==> config.mk <==
export PLATFORM = sky130hd
export DESIGN_NAME = pd_pwr_responder
export DESIGN_NICKNAME = d
export VERILOG_FILES = /design/src/rtl/pd_pwr_pkg.sv /design/src/rtl/pd_sleep_hs.sv /design/src/rtl/pd_pwr_responder.sv
export SDC_FILE = /design/constraint.sdc
export NUM_CORES = 1
export LEC_CHECK = 0
export CAP_MARGIN = 20
export CORE_ASPECT_RATIO = 0.8
export CORE_MARGIN = 2
export CORE_UTILIZATION = 56
export DETAILED_ROUTE_END_ITERATION = 16
export PLACE_DENSITY = 0.74
export SYNTH_ARGS = -nofsm -noshare
export SYNTH_HDL_FRONTEND = slang
export SYNTH_SLANG_ARGS = --single-unit
==> constraint.sdc <==
create_clock -name i_aon_clk -period 2.1 [get_ports i_aon_clk]
set_input_delay 0.525 -clock i_aon_clk [delete_from_list [all_inputs] [get_ports i_aon_clk]]
set_output_delay 0.525 -clock i_aon_clk [all_outputs]
set_load 0.01 [all_outputs]
==> src/rtl/pd_pwr_pkg.sv <==
// pd_pwr_pkg: state encodings shared by the power-domain responder and its sleep handshake.
`default_nettype none

package pd_pwr_pkg;

  typedef enum logic [1:0] {
    OFF       = 2'b00,
    RAMP_UP   = 2'b01,
    ON        = 2'b11,
    RAMP_DOWN = 2'b10
  } pwr_state_t;

  typedef enum logic [1:0] {
    S_RUN   = 2'b00,
    S_DRAIN = 2'b01,
    S_ACK   = 2'b10
  } sleep_state_t;

endpackage

`default_nettype wire

==> src/rtl/pd_sleep_hs.sv <==
// pd_sleep_hs: sleep request handshake; acks once the domain has been idle DRAIN_CYC cycles in a row.
`default_nettype none

module pd_sleep_hs
  import pd_pwr_pkg::*;
#(
  parameter int DRAIN_CYC = 3,
  parameter int CNT_W     = 8
) (
  input  logic         i_aon_clk,
  input  logic         i_soc_pwr_on_rst,
  input  logic         i_hw_sleep_req,
  input  logic         i_pd_idle,
  output logic         o_hw_sleep_ack,
  output sleep_state_t o_sleep_state
);

  localparam logic [CNT_W-1:0] DRAIN_LAST = CNT_W'(DRAIN_CYC - 1);

  sleep_state_t     state, state_nxt;
  logic [CNT_W-1:0] idle_cnt, idle_cnt_nxt;

  always_ff @(posedge i_aon_clk or posedge i_soc_pwr_on_rst) begin
    if (i_soc_pwr_on_rst) begin
      state    <= S_RUN;
      idle_cnt <= '0;
    end else begin
      state    <= state_nxt;
      idle_cnt <= idle_cnt_nxt;
    end
  end

  always_comb begin
    state_nxt    = state;
    idle_cnt_nxt = idle_cnt;
    case (state)
      S_RUN: begin
        if (i_hw_sleep_req) begin
          state_nxt    = S_DRAIN;
          idle_cnt_nxt = '0;
        end
      end
      S_DRAIN: begin
        // Any busy cycle restarts the drain window.
        if (!i_hw_sleep_req) begin
          state_nxt    = S_RUN;
          idle_cnt_nxt = '0;
        end else if (!i_pd_idle) begin
          idle_cnt_nxt = '0;
        end else if (idle_cnt == DRAIN_LAST) begin
          state_nxt = S_ACK;
        end else begin
          idle_cnt_nxt = idle_cnt + 1'b1;
        end
      end
      S_ACK: begin
        if (!i_hw_sleep_req) begin
          state_nxt    = S_RUN;
          idle_cnt_nxt = '0;
        end
      end
      default: begin
        state_nxt    = S_RUN;
        idle_cnt_nxt = '0;
      end
    endcase
  end

  assign o_hw_sleep_ack = (state == S_ACK);
  assign o_sleep_state  = state;

endmodule

`default_nettype wire

==> src/rtl/pd_pwr_responder.sv <==
// pd_pwr_responder: power-switch ramp model, sleep handshake and retention strobes for one PD.
// Optional protocol checker enabled by defining PD_PROTO_CHK_EN.
`default_nettype none

module pd_pwr_responder
  import pd_pwr_pkg::*;
#(
  parameter int ON_DLY    = 8,
  parameter int OFF_DLY   = 4,
  parameter int DRAIN_CYC = 3,
  parameter int CNT_W     = 8
) (
  input  logic       i_aon_clk,
  input  logic       i_soc_pwr_on_rst,
  input  logic       i_pwr_on_req,
  input  logic       i_hw_sleep_req,
  input  logic       i_iso,
  input  logic       i_ret,
  input  logic       i_pd_idle,
  output logic       o_sw_en,
  output logic       o_pwr_on_ack,
  output logic       o_hw_sleep_ack,
  output logic       o_save_pulse,
  output logic       o_restore_pulse,
  output logic       o_proto_err,
  output logic [1:0] o_pwr_state
);

  localparam logic [CNT_W-1:0] ON_LAST  = CNT_W'(ON_DLY - 1);
  localparam logic [CNT_W-1:0] OFF_LAST = CNT_W'(OFF_DLY - 1);

  pwr_state_t       state, state_nxt;
  logic [CNT_W-1:0] cnt, cnt_nxt;
  logic             ack, ack_nxt;
  logic             sw_en;
  logic             ret_q, ret_rise, ret_fall;
  logic             save_pulse, restore_pulse, restore_pend;
  sleep_state_t     sleep_state;

  always_ff @(posedge i_aon_clk or posedge i_soc_pwr_on_rst) begin
    if (i_soc_pwr_on_rst) begin
      state <= OFF;
      cnt   <= '0;
      ack   <= 1'b0;
    end else begin
      state <= state_nxt;
      cnt   <= cnt_nxt;
      ack   <= ack_nxt;
    end
  end

  // Ack changes only when a ramp completes, so aborted ramps leave it untouched.
  always_comb begin
    state_nxt = state;
    cnt_nxt   = cnt;
    ack_nxt   = ack;
    case (state)
      OFF: begin
        if (i_pwr_on_req) begin
          state_nxt = RAMP_UP;
          cnt_nxt   = '0;
        end
      end
      RAMP_UP: begin
        if (!i_pwr_on_req) begin
          state_nxt = RAMP_DOWN;
          cnt_nxt   = '0;
        end else if (cnt == ON_LAST) begin
          state_nxt = ON;
          cnt_nxt   = '0;
          ack_nxt   = 1'b1;
        end else begin
          cnt_nxt = cnt + 1'b1;
        end
      end
      ON: begin
        if (!i_pwr_on_req) begin
          state_nxt = RAMP_DOWN;
          cnt_nxt   = '0;
        end
      end
      RAMP_DOWN: begin
        if (i_pwr_on_req) begin
          state_nxt = RAMP_UP;
          cnt_nxt   = '0;
        end else if (cnt == OFF_LAST) begin
          state_nxt = OFF;
          cnt_nxt   = '0;
          ack_nxt   = 1'b0;
        end else begin
          cnt_nxt = cnt + 1'b1;
        end
      end
    endcase
  end

  assign sw_en = (state == RAMP_UP) || (state == ON);

  pd_sleep_hs #(
    .DRAIN_CYC (DRAIN_CYC),
    .CNT_W     (CNT_W)
  ) u_sleep_hs (
    .i_aon_clk        (i_aon_clk),
    .i_soc_pwr_on_rst (i_soc_pwr_on_rst),
    .i_hw_sleep_req   (i_hw_sleep_req),
    .i_pd_idle        (i_pd_idle),
    .o_hw_sleep_ack   (o_hw_sleep_ack),
    .o_sleep_state    (sleep_state)
  );

  assign ret_rise = i_ret & ~ret_q;
  assign ret_fall = ~i_ret & ret_q;

  // A restore requested while unpowered is deferred until power-good returns.
  always_ff @(posedge i_aon_clk or posedge i_soc_pwr_on_rst) begin
    if (i_soc_pwr_on_rst) begin
      ret_q         <= 1'b0;
      save_pulse    <= 1'b0;
      restore_pulse <= 1'b0;
      restore_pend  <= 1'b0;
    end else begin
      ret_q         <= i_ret;
      save_pulse    <= ret_rise;
      restore_pulse <= 1'b0;
      if (ret_rise) begin
        restore_pend <= 1'b0;
      end else if (ret_fall) begin
        if (ack) restore_pulse <= 1'b1;
        else     restore_pend  <= 1'b1;
      end else if (restore_pend && ack) begin
        restore_pulse <= 1'b1;
        restore_pend  <= 1'b0;
      end
    end
  end

`ifdef PD_PROTO_CHK_EN
  logic proto_err;
  logic drop_no_iso, save_undrained;

  assign drop_no_iso    = sw_en & ~i_pwr_on_req & ~i_iso;
  assign save_undrained = ret_rise & (sleep_state != S_ACK);

  always_ff @(posedge i_aon_clk or posedge i_soc_pwr_on_rst) begin
    if (i_soc_pwr_on_rst) proto_err <= 1'b0;
    else                  proto_err <= proto_err | drop_no_iso | save_undrained;
  end

  assign o_proto_err = proto_err;
`else
  logic unused_chk;
  assign unused_chk  = ^{i_iso, sleep_state};
  assign o_proto_err = 1'b0;
`endif

  assign o_sw_en         = sw_en;
  assign o_pwr_on_ack    = ack;
  assign o_save_pulse    = save_pulse;
  assign o_restore_pulse = restore_pulse;
  assign o_pwr_state     = state;

endmodule

`default_nettype wire

==> results of run 1 <==
## per-stage QoR
stage	setup slack [ns]	hold slack [ns]	instance area, sq um	cells	utilization
floorplan	0.370	0.492	1520	159	-
global placement	-0.0923	0.514	1730	213	0.688
detailed placement	-0.154	0.540	1730	213	0.688
global route	0.0149	0.403	1780	219	0.704
finish	0.0911	0.389	1780	219	0.704
CTS	0.0164	0.383	1780	219	0.704
## worst reg2reg max path, cell delays in order, from the launching register on
cell	delay, ns
dfrtp_1	0.46
inv_1	0.09
ha_1	0.14
nor4b_1	0.32
and4b_1	0.29
or2_4	0.15
mux2_4	0.29
## cell usage in the layout, fill, tap and decap left out, types with 2 or more instances in the layout
master,Yosys,final
nor2_1,10,10
xnor2_1,3,3
nand4_1,2,2
inv_1,7,6
nor2b_1,2,2
nand3_1,5,5
o31ai_1,3,3
a21oi_1,8,8
buf_4,1,11
and2_1,3,3
nand2b_1,3,3
o21ai_0,6,6
and3_1,3,3
mux2_4,2,2
nand2_1,14,14
o21ai_1,7,7
nor3_1,5,5
clkdlybuf4s50_1,0,11
dfrtp_1,25,25
or4_1,3,3
mux2i_1,4,4
clkbuf_4,0,3
o211ai_1,5,5
nand4b_1,2,2
o21a_1,2,2
ha_1,11,11
## cell families (layout without fill, tap and decap cells)
kind of cell | after synthesis | after routing
muxes | 7 | 7
DFF | 25 | 25
adders and majority gates | 11 | 11
buffers and inverters | 10 | 34
AOI/OAI and AO/OA | 39 | 39
other | 1 | 1
xor gates and xnor gates | 4 | 4
and+or+nand+nor | 62 | 62
## power groups by stage
| stage | Sequential (mW) | Combinational [mW] | Clock (mW) |
|---|---|---|---|
| 2_1_floorplan | 0.570 | 0.366 | 0 |
| 3_3_place_gp | 0.565 | 0.557 | 0 |
| 3_5_place_dp | 0.571 | 0.592 | 0 |
| 4_1_cts | 0.561 | 0.613 | 0.215 |
| 5_1_grt | 0.569 | 0.662 | 0.234 |
| 6_report | 0.562 | 0.599 | 0.204 |
## worst max-delay path by stage
stage / slack (ns) / startpoint / endpoint
after detailed placement: -0.15 / i_hw_sleep_req / u_sleep_hs.idle_cnt[0]
after CTS: 0.02 / o_pwr_state[1] / o_sw_en
final: 0.09 / u_sleep_hs.o_sleep_state[0] / o_hw_sleep_ack
after floorplan: 0.37 / i_pwr_on_req / o_pwr_state[0]
after global placement: -0.09 / i_hw_sleep_req / u_sleep_hs.idle_cnt[0]
after global routing: 0.01 / u_sleep_hs.o_sleep_state[0] / o_hw_sleep_ack
## Yosys cell counts (3+ instances only)
cell type | count | area [sq um]
o21ai_1 | 7 | 35.0
nor3_1 | 5 | 25.0
nand3_1 | 5 | 25.0
o21ai_0 | 6 | 30.0
or4_1 | 3 | 22.5
dfrtp_1 | 25 | 626
o211ai_1 | 5 | 37.5
and3_1 | 3 | 18.8
inv_1 | 7 | 26.3
nand2b_1 | 3 | 18.8
nand2_1 | 14 | 52.6
ha_1 | 11 | 138
mux2i_1 | 4 | 40.0
o31ai_1 | 3 | 22.5
xnor2_1 | 3 | 26.3
a21oi_1 | 8 | 40.0
nor2_1 | 10 | 37.5
and2_1 | 3 | 18.8
## state kept, by name, summed over array words and instances, names as in the netlist
name and count:
cnt 8, u_sleep_hs.idle_cnt 8, o_pwr_state 2, u_sleep_hs.o_sleep_state 2, o_pwr_on_ack 1, o_restore_pulse 1
o_save_pulse 1, restore_pend 1, ret_q 1
## layer usage
| layer | up-vias | share of wire | routed length [um] | global-route usage |
|---|---|---|---|---|
| met5 | - | 0 | 0 | 0 |
| met4 | 0 | 0.0043 | 13 | 0.0333 |
| met3 | 2 | 0.040 | 122 | 0.0448 |
| met2 | 24 | 0.49 | 1490 | 0.408 |
| met1 | 603 | 0.46 | 1390 | 0.268 |
| li1 | 629 | - | - | - |
## cell type report
cell class              instances  share of cell area
clock buffers                   4              0.0148
repair buffers                 23               0.111
well taps                      36              0.0254
inverters                       7              0.0148
flip-flops and latches         25               0.352
multi-input cells             124               0.482
## timing repair
action,in CTS,in global routing
setup endpoints to repair,1,6
pin swaps,0,0
gates resized for setup,3,2
buffers inserted,2,0
hold buffers,0,0
==> results.tsv, run 1 <==
metric	value	unit
status	completed	
clk_skew	0.00985	ns
VDD IR-drop max	0.000776	V
Seq/Total Area, Yosys	0.411	
Synth async-reset ratio	1.00	
CP cell instances	nor2b_1, clkdlybuf4s50_1	
Hold Path Class	in -> async	
Synth Area in Compound Gates	0.159	
area delta synth->final	16.6	%
starting density of the core	0.604	
ys flop type	dfrtp_1	
post-synthesis cell type count	46	
CP top delay family	buffers and inverters	
Setup Viol. Count Final	0	
die area	3160	sq um
vias	1258	
Critical R2R Launch	u_sleep_hs.idle_cnt[0]	
Total Power	1.37	mW
Max Freq	498	MHz
clock sinks	25	
drt via density	5.74	
share of cells above drive strength 1	0.131	
# rows	16	
CP max-delay cell	clkdlybuf4s50_1	
Post-DP HPWL	2.41	mm
RSZ-0062 raised after global routing	no	
Crit. End Element	output pin	
fin crit share	0.957	
final hold violations	0	
crit path time final	2.01	ns
vias in the first global route	1239	
clk buf depth	2	
CTS Buf Count	3	
Synth Area in Adders	0.0903	
EDFF count, synth	0	
post-synth net total	177	
flops & latches, synth	25	
Total Routing Usage GR	0.218	
largest family of logic cells by synthesized area	simple AND/OR/NAND/NOR gates	
critical path required time	1.57	ns
Diodes inserted	0	
H-tree depth	1	
Comb pwr share	0.439	
Leakage Power	0.807	nW
filler cell count	206	
gr ovfl total	0	
first-pass GRT wire length	5.42	mm
r2r worst-path depth	6	
Final Max Tran Viols	0	
r2r setup slk	0.26	ns
Reg power frac	0.412	
Sw Ratio	0.360	
Slowest Stage Delay on Critical Path	0.55	ns
Die Y-Extent	50.7	um
PD cells	769	nW/um^2
arrival time worst endpoint	1.48	ns
Psw	0.491	mW
Sequential cell area	626	sq um
GPL Wtd Cong	0.855	
DIE WIDTH	62.3	um
Internal	0.875	mW
syn_area_per_cell	9.58	sq um
CP Class	reg -> out	
maxcap violations	0	
initial antenna violation count	0	
I/O Pins	15	
multiplexer share of the synthesized area	0.0550	
Sum Neg Setup Slack	0	ns
Ys Warns	0	
CP Depth	2	
worst-path fanout max	7	
Remaining DRCs	0	
post-DR wirelength/cell	13.8	um
Clock Tree Root	clkbuf_4	
Clock Pin Slew Worst Setup and Hold Paths	0.12	ns
CTS tree	yes	
Worst slew margin	0.606	
TritonRoute pass-1 iters	4	
area of the multi-input gates	856	sq um
Final nets	202	
worst r2r dst	u_sleep_hs.idle_cnt[0]	
final WL	3.02	mm
ANT nets after route	0	
simple-gate share of the synthesized area	0.227	
largest net degree at the start of global routing	22	
Starting DRT DRC Count	71	
CORE AREA	2520	sq um
CP Buf/Inv Count	1	
Clock power frac	0.150	
PortBufs	12	
Post-Syn Area	1520	sq um
instance count of the mapped netlist	159	
worst-margin pin slew	0.588	ns
element type at the critical path start	flop	
Synth Area in XOR/XNOR	0.0230	
worst skew pair latency	0.31	ns
No activity file was read; power rests on OpenSTA's default activity.
==> run 2, diff against run 1 <==
--- a/config.mk
+++ b/config.mk
@@ -8,9 +8,10 @@
 export CAP_MARGIN = 20
 export CORE_ASPECT_RATIO = 0.8
 export CORE_MARGIN = 2
-export CORE_UTILIZATION = 56
+export CORE_UTILIZATION = 50
+export CTS_CLUSTER_DIAMETER = 60
 export DETAILED_ROUTE_END_ITERATION = 16
-export PLACE_DENSITY = 0.74
+export PLACE_DENSITY = 0.67
 export SYNTH_ARGS = -nofsm -noshare
 export SYNTH_HDL_FRONTEND = slang
 export SYNTH_SLANG_ARGS = --single-unit
==> run 2 against run 1 <==
  * First-iteration DRC count down 2.8%
  * Setup slack improved by 0.0069 ns
  * Combinational power shrank 2%
  * Count of clock-buffer cells in the layout fell by 1
  * Routed wire length shrank 4.6%
  * Via count is 3.5% lower
  * Global-route usage is 2.8 points lower
  * Sequential power is essentially flat
  * Sequential share of layout area down 0.47 points
  * Clock power increased by 36%
==> results.tsv, run 2 (same netlist as run 1, synthesis figures left out) <==
metric	value	unit	change
status	completed		
# rows	17		+1
H-tree depth	1		unchanged
Remaining DRCs	0		unchanged
r2r worst-path depth	6		unchanged
CTS Buf Count	3		unchanged
placed instance count	215		+0.94%
Max Freq	500	MHz	+0.35%
worst-margin pin slew	0.499	ns	-0.0892 ns
largest net degree at the start of global routing	23		+4.5%
most frequent cells in the layout	25 x dfrtp_1, 14 x nand2_1, 11 x ha_1, 11 x clkdlybuf4s50_1, 11 x buf_4		
vias in the first global route	1100		-11%
final hold violations	0		unchanged
PD cells	791	nW/um^2	+2.9%
commonest non-fill, non-tap cell in the layout	dfrtp_1		
element type at the critical path start	flop		
Clock Tree Root	clkbuf_8		
gr ovfl total	0		unchanged
I/O Pins	15		unchanged
starting density of the core	0.539		-0.0655
final hold slack	0.429	ns	+0.0402 ns
fin crit share	0.953		-0.00330
Die Y-Extent	53.4	um	+5.4%
RSZ-0062 raised after global routing	no		
Worst slew margin	0.665		+0.0584
area delta synth->final	18.1	%	
Post-DP HPWL	2.19	mm	-8.8%
post-route cell area	1800	sq um	+1.3%
post-DR wirelength/cell	13.0	um	-5.5%
PortBufs	12		unchanged
CTS tree	yes		
clock sinks	25		unchanged
worst skew pair latency	0.27	ns	-0.04 ns
Diodes inserted	0		unchanged
Leakage Power	0.815	nW	+1.1%
Setup Viol. Count Final	0		unchanged
GPL Wtd Cong	0.809		-5.4%
Starting DRT DRC Count	69		-2.8%
clk buf depth	2		unchanged
die area	3510	sq um	+11%
Worst Slack Setup Final	0.0980	ns	+0.00693 ns
crit path time final	2.00	ns	-0.00693 ns
VDD IR-drop max	0.000771	V	-0.67%
Hold Path Class	in -> async		
Total Routing Usage GR	0.190		-0.0285
CORE AREA	2830	sq um	+12%
Sum Neg Setup Slack	0	ns	unchanged
clk_skew	0.0100	ns	+0.000151 ns
vias	1214		-3.5%
Crit. End Element	output pin		
fin cells	221		+0.91%
worst-path fanout max	4		-3
final WL	2.88	mm	-4.6%
CP Class	reg -> out		
dpl ws	-0.195	ns	-0.0405 ns
Clock Pin Slew Worst Setup and Hold Paths	0.08	ns	-0.04 ns
TritonRoute pass-1 iters	4		unchanged
initial antenna violation count	0		unchanged
critical path required time	1.57	ns	about the same
DIE WIDTH	65.7	um	+5.5%
Final nets	202		unchanged
drt via density	5.49		-4.4%
share of cells above drive strength 1	0.131		unchanged
first-pass GRT wire length	4.97	mm	-8.2%
arrival time worst endpoint	1.48	ns	about the same
Largest regs	cnt: 8 flops, u_sleep_hs.idle_cnt: 8 flops		
maxcap violations	0		unchanged
Final Max Tran Viols	0		unchanged
cts hold-fix bufs	0		unchanged
Placement Cell Area	1740	sq um	+0.14%
ANT nets after route	0		unchanged
==> run 2: through the flow <==
stage | total power [mW] | util
3_5_place_dp | 1.14 | 0.614
3_3_place_gp | 1.12 | 0.614
5_1_grt | 1.53 | 0.636
2_1_floorplan | 0.935 | -
6_report | 1.42 | 0.636
4_1_cts | 1.42 | 0.632
==> run 2: layout make-up <==
type	count	area, sq um
clock inverter	1	5.00
inverter	7	26.3
clock buffer	3	41.3
fill	243	1030
timing repair buffer	23	203
tap	38	47.5
multi-input combinational	124	852
sequential	25	626
==> run 2: power breakdown <==
group	switching (mW)	total, mW	leakage [nW]	internal [mW]
Clock	0.146	0.278	0.0255	0.133
Combinational	0.300	0.585	0.452	0.285
Sequential	0.0428	0.562	0.338	0.519
==> run 2: final timing paths <==
| check | startpoint | endpoint | slack, ns |
|---|---|---|---|
| setup / recovery | o_pwr_state[1] | o_sw_en | 0.1 |
| hold / removal | i_soc_pwr_on_rst | o_pwr_state[0] | 0.43 |
| setup reg to reg | u_sleep_hs.idle_cnt[0] | u_sleep_hs.idle_cnt[0] | 0.22 |
| hold reg to reg | o_pwr_on_ack | restore_pend | 0.54 |
| max in group asynchronous | i_soc_pwr_on_rst | u_sleep_hs.idle_cnt[1] | 1.19 |
| min in group i_aon_clk | o_pwr_on_ack | restore_pend | 0.54 |
==> run 2: repair_timing <==
action,CTS,global route
resized for setup,1,3
setup endpoints to repair,1,2
setup buffers,1,1
==> run 2: worst max-delay path: stages, from the launching register on <==
cell             delay [ns]
dfrtp_1                0.42
inv_2                  0.08
ha_1                   0.19
or2_2                  0.30
clkdlybuf4s15_1        0.23
==> run 2: metal layers <==
metal | track usage | part of all wire | routed length (um)
met5 | 0 | 0 | 0
met2 | 0.291 | 0.41 | 1190
met1 | 0.256 | 0.53 | 1540
met4 | 0.0625 | 0.012 | 35
met3 | 0.0553 | 0.040 | 116
